### src/rtl/bmult_seq.sv
// Multi-cycle shift-add multiplier retiring RADIX_BITS multiplier bits per cycle,
// with valid/ready handshakes on both sides and per-transaction signed/unsigned mode.
module bmult_seq #(
    parameter int WIDTH_A    = 10,
    parameter int WIDTH_B    = 10,
    parameter int RADIX_BITS = 2
) (
    input  logic                       clk,
    input  logic                       rst,
    input  logic                       in_valid,
    output logic                       in_ready,
    input  logic                       is_signed,
    input  logic [WIDTH_A-1:0]         A,
    input  logic [WIDTH_B-1:0]         B,
    output logic                       out_valid,
    input  logic                       out_ready,
    output logic [WIDTH_A+WIDTH_B-1:0] P,
    output logic                       busy,
    output logic [1:0]                 dbg_state
);
    localparam int ITER = (WIDTH_B + RADIX_BITS - 1) / RADIX_BITS;
    localparam int BPAD = ITER * RADIX_BITS;
    localparam int PW   = WIDTH_A + WIDTH_B;
    localparam int CW   = (ITER > 1) ? $clog2(ITER) : 1;

    // Handshake: a transfer happens on a rising edge where valid and ready are both high.
    // in_ready is high in IDLE, and in DONE it follows out_ready so a new operand pair can
    // be taken in the same cycle the finished product is consumed.
    typedef enum logic [1:0] {
        IDLE = 2'd0,
        BUSY = 2'd1,
        DONE = 2'd2
    } state_t;

    state_t            state_q, state_d;
    logic [WIDTH_A-1:0] mag_a_q, mag_a_d;
    logic [BPAD-1:0]   b_sh_q, b_sh_d;
    logic              neg_q, neg_d;
    logic [PW-1:0]     acc_q, acc_d;
    logic [PW-1:0]     p_q, p_d;
    logic [CW-1:0]     cnt_q, cnt_d;
    logic              out_valid_q, out_valid_d;

    logic              accept;
    logic [WIDTH_A-1:0] a_mag;
    logic [WIDTH_B-1:0] b_mag;
    logic [PW-1:0]     partial;
    logic [PW-1:0]     acc_sum;
    int unsigned       shamt;

    assign in_ready = (state_q == IDLE) || ((state_q == DONE) && out_ready);
    assign accept   = in_valid && in_ready;

    // Magnitudes of the most negative values still fit as unsigned operand-width values.
    assign a_mag = (is_signed && A[WIDTH_A-1]) ? -A : A;
    assign b_mag = (is_signed && B[WIDTH_B-1]) ? -B : B;

    assign partial = PW'(mag_a_q) * PW'(b_sh_q[RADIX_BITS-1:0]);
    assign shamt   = RADIX_BITS * int'(cnt_q);
    assign acc_sum = acc_q + (partial << shamt);

    always_comb begin
        state_d     = state_q;
        mag_a_d     = mag_a_q;
        b_sh_d      = b_sh_q;
        neg_d       = neg_q;
        acc_d       = acc_q;
        p_d         = p_q;
        cnt_d       = cnt_q;
        out_valid_d = out_valid_q;

        case (state_q)
            BUSY: begin
                acc_d  = acc_sum;
                b_sh_d = b_sh_q >> RADIX_BITS;
                cnt_d  = cnt_q + CW'(1);
                if (cnt_q == CW'(ITER - 1)) begin
                    p_d         = neg_q ? -acc_sum : acc_sum;
                    out_valid_d = 1'b1;
                    state_d     = DONE;
                end
            end
            DONE: begin
                if (out_ready) begin
                    out_valid_d = 1'b0;
                    state_d     = IDLE;
                end
            end
            default: state_d = state_q;
        endcase

        // A new pair may arrive from IDLE or straight out of DONE; either way start fresh.
        if (accept) begin
            mag_a_d = a_mag;
            b_sh_d  = BPAD'(b_mag);
            neg_d   = is_signed & (A[WIDTH_A-1] ^ B[WIDTH_B-1]);
            acc_d   = '0;
            cnt_d   = '0;
            state_d = BUSY;
        end
    end

    always_ff @(posedge clk or posedge rst) begin
        if (rst) begin
            state_q     <= IDLE;
            mag_a_q     <= '0;
            b_sh_q      <= '0;
            neg_q       <= 1'b0;
            acc_q       <= '0;
            p_q         <= '0;
            cnt_q       <= '0;
            out_valid_q <= 1'b0;
        end else begin
            state_q     <= state_d;
            mag_a_q     <= mag_a_d;
            b_sh_q      <= b_sh_d;
            neg_q       <= neg_d;
            acc_q       <= acc_d;
            p_q         <= p_d;
            cnt_q       <= cnt_d;
            out_valid_q <= out_valid_d;
        end
    end

    assign P         = p_q;
    assign out_valid = out_valid_q;
    assign busy      = (state_q == BUSY);
    assign dbg_state = state_q;
endmodule

### config.mk
export PLATFORM = sky130hd
export DESIGN_NAME = bmult_seq
export DESIGN_NICKNAME = d
export VERILOG_FILES = /design/src/rtl/bmult_seq.sv
export SDC_FILE = /design/constraint.sdc
export NUM_CORES = 1
export LEC_CHECK = 0
export CORE_MARGIN = 3
export CORE_UTILIZATION = 46
export CTS_CLUSTER_DIAMETER = 30
export DETAILED_ROUTE_END_ITERATION = 10
export PLACE_DENSITY = 0.76
export SETUP_SLACK_MARGIN = 0.2
export SYNTH_ARGS = -nofsm -noshare
export SYNTH_HDL_FRONTEND = slang
export SYNTH_SLANG_ARGS = --single-unit
### constraint.sdc
create_clock -name clk -period 7.4 [get_ports clk]
set_clock_uncertainty 0.2 [all_clocks]
set_input_delay 1.48 -clock clk [delete_from_list [all_inputs] [get_ports clk]]
set_output_delay 1.48 -clock clk [all_outputs]
set_load 0.03 [all_outputs]
=== After elaboration in Yosys (flattened, before gate mapping) ===
Cells that the tools add are included.

* Bits in registers: 67
* Latch bits: 0
* Memory bits (writable): 0
* Memory bits (read-only): 0
* Bits of input ports: 25
* Output and inout bits: 25
* Word-level logic and storage cells: 52
* Memories kept: 0

* Add/subtract/negate cells: 5
* Multiply operators: 1
* Div/mod/pow operators: 0
* $lt $le $gt $ge: 0
* Equality and inequality tests: 7
* Shift operators: 1
* Multiplexer cells: 16
* Bitwise logic cells: 2
* Reduce and logical (&&, ||, !) cells: 12

{| class="wikitable"
|+ Operators with widths
! operator !! count
|-
| 2-to-1 mux 20 bit || 3
|-
| 2-to-1 mux 10 bit || 4
|-
| adder 20 bit || 1
|-
| negation 10 bit || 2
|-
| negation 20 bit || 1
|-
| << shifter 12 x 4 -> 20 bit || 1
|-
| multiplier 10 x 2 -> 12 bit || 1
|-
| 2-to-1 mux 2 bit || 3
|-
| 2-to-1 mux 3 bit || 2
|-
| AND reduction 3 bit || 2
|-
| logical AND 1 bit || 4
|-
| case mux 2 bit (2 select lines) || 1
|-
| nonzero test 2 bit || 2
|-
| adder 3 x 1 -> 3 bit (second input constant) || 1
|-
| == test 3 bit (second input constant) || 1
|-
| != test 3 x 1 -> 1 bit (second input constant) || 1
|-
| != test 3 bit (second input constant) || 1
|-
| nonzero test 3 bit || 1
|-
| == test 2 x 1 -> 1 bit (second input constant) || 1
|-
| == test 2 bit (second input constant) || 1
|-
| zero test 2 bit || 1
|-
| 2-to-1 mux 1 bit || 2
|-
| != test 2 x 1 -> 1 bit (second input constant) || 1
|-
| != test 2 bit (second input constant) || 1
|-
| 5 further kinds || 5
|}

=== Longest topological paths before layout ===
* Word-level depth: 6
* Mapped depth: 24
* Mapped depth without buffers: 23

=== Least setup slack after synthesis ===
OpenSTA, ideal clock, no wires.

* Path type: flip-flop to flip-flop
* Start: register b_sh_q[0]
* End: register p_q[19], in the netlist P[19]
* Setup time: 0.069 ns
* Arrival: 5.016 ns
* Data required time: 7.131 ns
* Slack: 2.115 ns
* Cell stages (with the launch flop): 24
* Path buffers: 2
* Period minus slack after synthesis: 5.285 ns
* Cell sequence: dfrtp_1 -> clkbuf_1 -> and2_1 -> ha_1 -> inv_1 -> fa_1 -> nor2b_1 -> o31a_1 -> a21oi_1 -> mux2i_1 -> nor2_1 -> a31oi_1 -> nor2_1 -> ha_1 -> buf_6 -> and3_1 -> a221oi_4 -> xnor2_1 -> or4_4 -> nor3b_4 -> nand4_2 -> or4b_1 -> or4_1 -> nand3_1

* Word-level cells in the longest chain between the ends: 5

{| class="wikitable"
|+ RTL lines
! item !! line !! RTL
|-
| start: declaration || 37 || <nowiki>logic [BPAD-1:0] b_sh_q, b_sh_d;</nowiki>
|-
| start signal: assignment || 116 || <nowiki>b_sh_q <= b_sh_d;</nowiki>
|-
| multiplier 10 x 2 -> 12 bit * || 58 || <nowiki>assign partial = PW'(mag_a_q) * PW'(b_sh_q[RADIX_BITS-1:0]);</nowiki>
|-
| << shifter 12 x 4 -> 20 bit * || 60 || <nowiki>assign acc_sum = acc_q + (partial << shamt);</nowiki>
|-
| adder 20 bit * || 60 ||
|-
| negation 20 bit || 78 || <nowiki>p_d = neg_q ? -acc_sum : acc_sum;</nowiki>
|-
| 2-to-1 mux 20 bit * || 78 ||
|-
| end signal: assignment || 119 || <nowiki>p_q <= p_d;</nowiki>
|-
| end: declaration || 40 || <nowiki>logic [PW-1:0] p_q, p_d;</nowiki>
|}

Every way passes the cells marked *; elsewhere a longest branch is shown, timed or not.
A chain may end at the register's enable or synchronous reset.

=== Worst setup path in the final report ===
* Start: register b_sh_q[1]
* End: register p_q[19], in the netlist P[19]

Same word-level chain as after synthesis.

==> results.json <==
{
  "worst_ep_required_time_ns": 7.48,
  "fp.dieH_um": 113.4,
  "slew_viol_final": 0,
  "synth-simple-area-share": 0.2298,
  "vias": 4827,
  "synthMuxAreaShare": 0.02736,
  "numClockSinks": 67,
  "first_pass_iters": 5,
  "gp_congestion": 0.9271,
  "area_delta_synth_final_pct": 16.77,
  "overflow": 0,
  "ys_async_sr_fraction": 1.000,
  "ys_ff_latch": 67,
  "share_comb_of_total_power": 0.215,
  "p_int_w": 0.0007850,
  "cp-end-kind": "flop",
  "layout_min_cycle_time_ns": 6.042,
  "nets": 752,
  "ys.flop_type": "dfrtp_1",
  "min_to": "P[18]",
  "fill_cells": 1010,
  "crit_buf_inv": 1,
  "ys_seq_area_frac": 0.3161,
  "clockRootBuffer": "clkbuf_16",
  "clockBufferDepth": 2,
  "layout_common_cells": "99 x nand2_1, 67 x dfrtp_1, 56 x o21ai_0",
  "post_drt_wl_per_cell_um": 15.64,
  "hold_buffers": 0,
  "p_sw_frac": 0.2813,
  "layout_commonest_cell": "nand2_1",
  "initial_core_util": 0.4808,
  "syn_inst": 662,
  "coreArea_um2": 11030,
  "cp_common_cell": "a21oi_1",
  "drv_cap": 0,
  "reg2reg_slack_ns": 1.36,
  "dieWidth_um": 113.4,
  "synthAdderAreaFrac": 0.08540,
  "yosys-top-cells-area": "dfrtp_1 32%, ha_1 7.8%, nand2_1 7.0%",
  "switching_power_w": 0.0003073,
  "antenna_found_initial": 0,
  "dp_hpwl_mm": 9.676,
  "track_usage": 0.2119,
  "cts_setup_buffers": 0,
  "grt_max_degree": 68,
  "critPathMaxFanout": 11,
  "power.leakage_nw": 2.717,
  "ioPinCount": 50,
  "r2r-end": "P[19]",
  "run_status": "completed",
  "grt_pass1_wl_mm": 22.22,
  "synth_compound_area_frac": 0.2057,
  "wl_mm": 13.08,
  "final_hold_viol_count": 0,
  "worst_hold_startpoint": "P[18]",
  "arrival_ns": 6.12,
  "drt_iter0_drc": 304,
  "clkLatencyLatePin_ns": 0.34,
  "fmax_mhz": 165.5,
  "criticalPathCategory": "reg -> reg",
  "syn_area_per_cell_um2": 8.012,
  "pwr-share-clk": 0.435,
  "seq_power_share": 0.351,
  "tritoncts": "yes",
  "pwr_density_cell_nw_per_um2": 176.4,
  "setup_viol": 0,
  "tightest_slew_ns": 0.8576,
  "tns_ns": 0,
  "syn_area_um2": 5304,
  "grt_pass1_vias": 4639,
  "layout-drive-gt1-share": 0.04741,
  "antennaDiodeCount": 0,
  "r2r_cells": 22,
  "netlist-cell-type-count": 59,
  "synth_xor_area_frac": 0.09082,
  "portBuffers": 49,
  "netlist.area_leader.share": 0.3161,
  "period_share": 0.8164,
  "ys_warn_count": 0,
  "ant_nets": 0,
  "rows": 38,
  "cp-start-kind": "flop",
  "path_cells": "nand2_1 > inv_1 > ha_1 > a21o_1 > a21oi_1 > o21bai_1 > a21oi_1 > nor3_1 > a311oi_1 > mux2i_1 > o21ai_0 > o22ai_1 > ha_1 > and2_1 > or3_1 > o21ai_0 > a21oi_1 > xnor2_1 > nand4_1 > or4b_1 > or4_1 > nand3_1",
  "min_path_type": "reg -> reg",
  "maxSlewHeadroom": 0.4283,
  "grt_setup_unrepaired": "false",
  "cts_buffers": 9,
  "cts_resized": 0,
  "avgViaCountPerCell": 5.774,
  "critical-path-slowest-cell": "or4b_1",
  "whs_path_depth": 2,
  "syn_nets": 722,
  "yosys.area.top_type": "dfrtp_1",
  "drc": 0,
  "whs_ns": 0.2796,
  "critical_path.top_delay_family": "simple AND/OR/NAND/NOR gates",
  "r2r_start": "b_sh_q[1]",
  "die-area_um2": 12860,
  "synth_edf_count": 0,
  "synth_top_family_by_area": "simple AND/OR/NAND/NOR gates",
  "max_stage_delay_ns": 0.59,
  "ir_drop_mv": 0.1108,
  "clkSlewWorstSetupHoldPaths_ns": 0.06,
  "h-tree-depth": 3
}
==> logic make-up (layout without fill, tap and decap cells) <==
kind of cell | count (synthesis) | after routing
AND/OR/NAND/NOR | 257 | 257
AO/OA/AOI/OAI | 173 | 173
flip-flops | 67 | 67
buffers and inverters | 61 | 95
XOR/XNOR | 55 | 55
adder cells (fa/ha/maj) | 35 | 35
multiplexers | 14 | 14
==> worst max path at each step <==
stage          startpoint  endpoint  slack, ns  cells after the start
6_report        b_sh_q[1]     P[19]       1.36                     22
3_5_place_dp    b_sh_q[1]     P[19]       1.44                     22
3_3_place_gp    b_sh_q[1]     P[19]       1.56                     22
4_1_cts         b_sh_q[1]     P[19]       1.42                     22
2_1_floorplan   b_sh_q[0]     P[19]       2.12                     23
5_1_grt         b_sh_q[0]     P[19]       0.84                     22
==> sequential cells by signal, indices dropped and copies added, names as in the netlist <==
name,flops
neg_q,1
b_sh_q,10
out_valid,1
acc_q,20
dbg_state,2
mag_a_q,10
P,20
cnt_q,3
==> worst reg2reg max path, cell delays in order, from the launching register on <==
cell and delay (ns):
dfrtp_1 0.48, nand2_1 0.15, inv_1 0.05, ha_1 0.28, a21o_1 0.19, a21oi_1 0.21, o21bai_1 0.12, a21oi_1 0.25
nor3_1 0.07, a311oi_1 0.48, mux2i_1 0.17, o21ai_0 0.27, o22ai_1 0.14, ha_1 0.39, and2_1 0.21, or3_1 0.30
o21ai_0 0.09, a21oi_1 0.08, xnor2_1 0.48, nand4_1 0.26, or4b_1 0.59, or4_1 0.41, nand3_1 0.09
==> synth_stat cells, types with 2 or more instances <==
cell,count
o31ai_1,9
o21ai_0,56
and3_1,3
a311oi_1,2
nor3_1,15
a21o_1,12
a31o_2,3
or4_1,3
nand3_1,43
clkinv_1,2
o22ai_1,12
or3_1,4
o21ai_1,6
nand4_1,2
a31oi_1,9
o31a_1,3
xor2_1,20
o21a_1,7
clkbuf_1,30
fa_1,2
nand3b_1,2
o211ai_1,6
nor2_1,45
xnor2_1,35
buf_1,3
ha_1,33
o41ai_1,2
mux2i_1,10
a211oi_1,5
inv_1,24
and2_1,20
a21oi_1,29
nand2b_1,4
dfrtp_1,67
a311o_1,2
nor3b_1,4
mux2_2,4
nand2_1,99
nor2b_1,5
==> layer usage <==
layer | GRT usage | routed length [um] | up-vias | part of all wire
met5 | 0 | 0 | - | 0
met4 | 0.08814 | 283 | 0 | 0.022
met3 | 0.04085 | 597 | 26 | 0.046
met2 | 0.3511 | 6363 | 130 | 0.49
met1 | 0.2719 | 5830 | 2274 | 0.45
li1 | - | - | 2397 | -
==> power groups by stage <==
| stage | logic, W | clock network, W | registers [W] |
|---|---|---|---|
| 2_1_floorplan | 0.000176 | 0 | 0.000384 |
| 3_3_place_gp | 0.000227 | 0 | 0.000388 |
| 3_5_place_dp | 0.000233 | 0 | 0.000389 |
| 4_1_cts | 0.000234 | 0.000480 | 0.000383 |
| 5_1_grt | 0.000260 | 0.000496 | 0.000384 |
| 6_report | 0.000234 | 0.000475 | 0.000383 |
==> through the flow <==
step	instance area, um^2	instances	setup slack [ns]	util	power (W)
CTS	6193	836	1.417	0.5615	0.001097
global placement	5867	821	1.555	0.5319	0.0006155
floorplan	5304	662	2.115	-	0.0005601
global route	6193	836	0.8380	0.5615	0.001140
finish	6193	836	1.358	0.5615	0.001092
detailed placement	5867	821	1.440	0.5319	0.0006217
==> cell type report <==
cell class / instances / area, um^2 / share of cell area
clock buffer: 11 / 252.7 / 0.04081
multi-input combinational: 534 / 3390 / 0.5473
sequential: 67 / 1677 / 0.2707
timing repair buffer: 54 / 528.0 / 0.08525
clock inverter: 4 / 73.82 / 0.01192
inverter: 26 / 97.59 / 0.01576
tap: 140 / 175.2 / 0.02828
(Power assumes the default switching activity.)
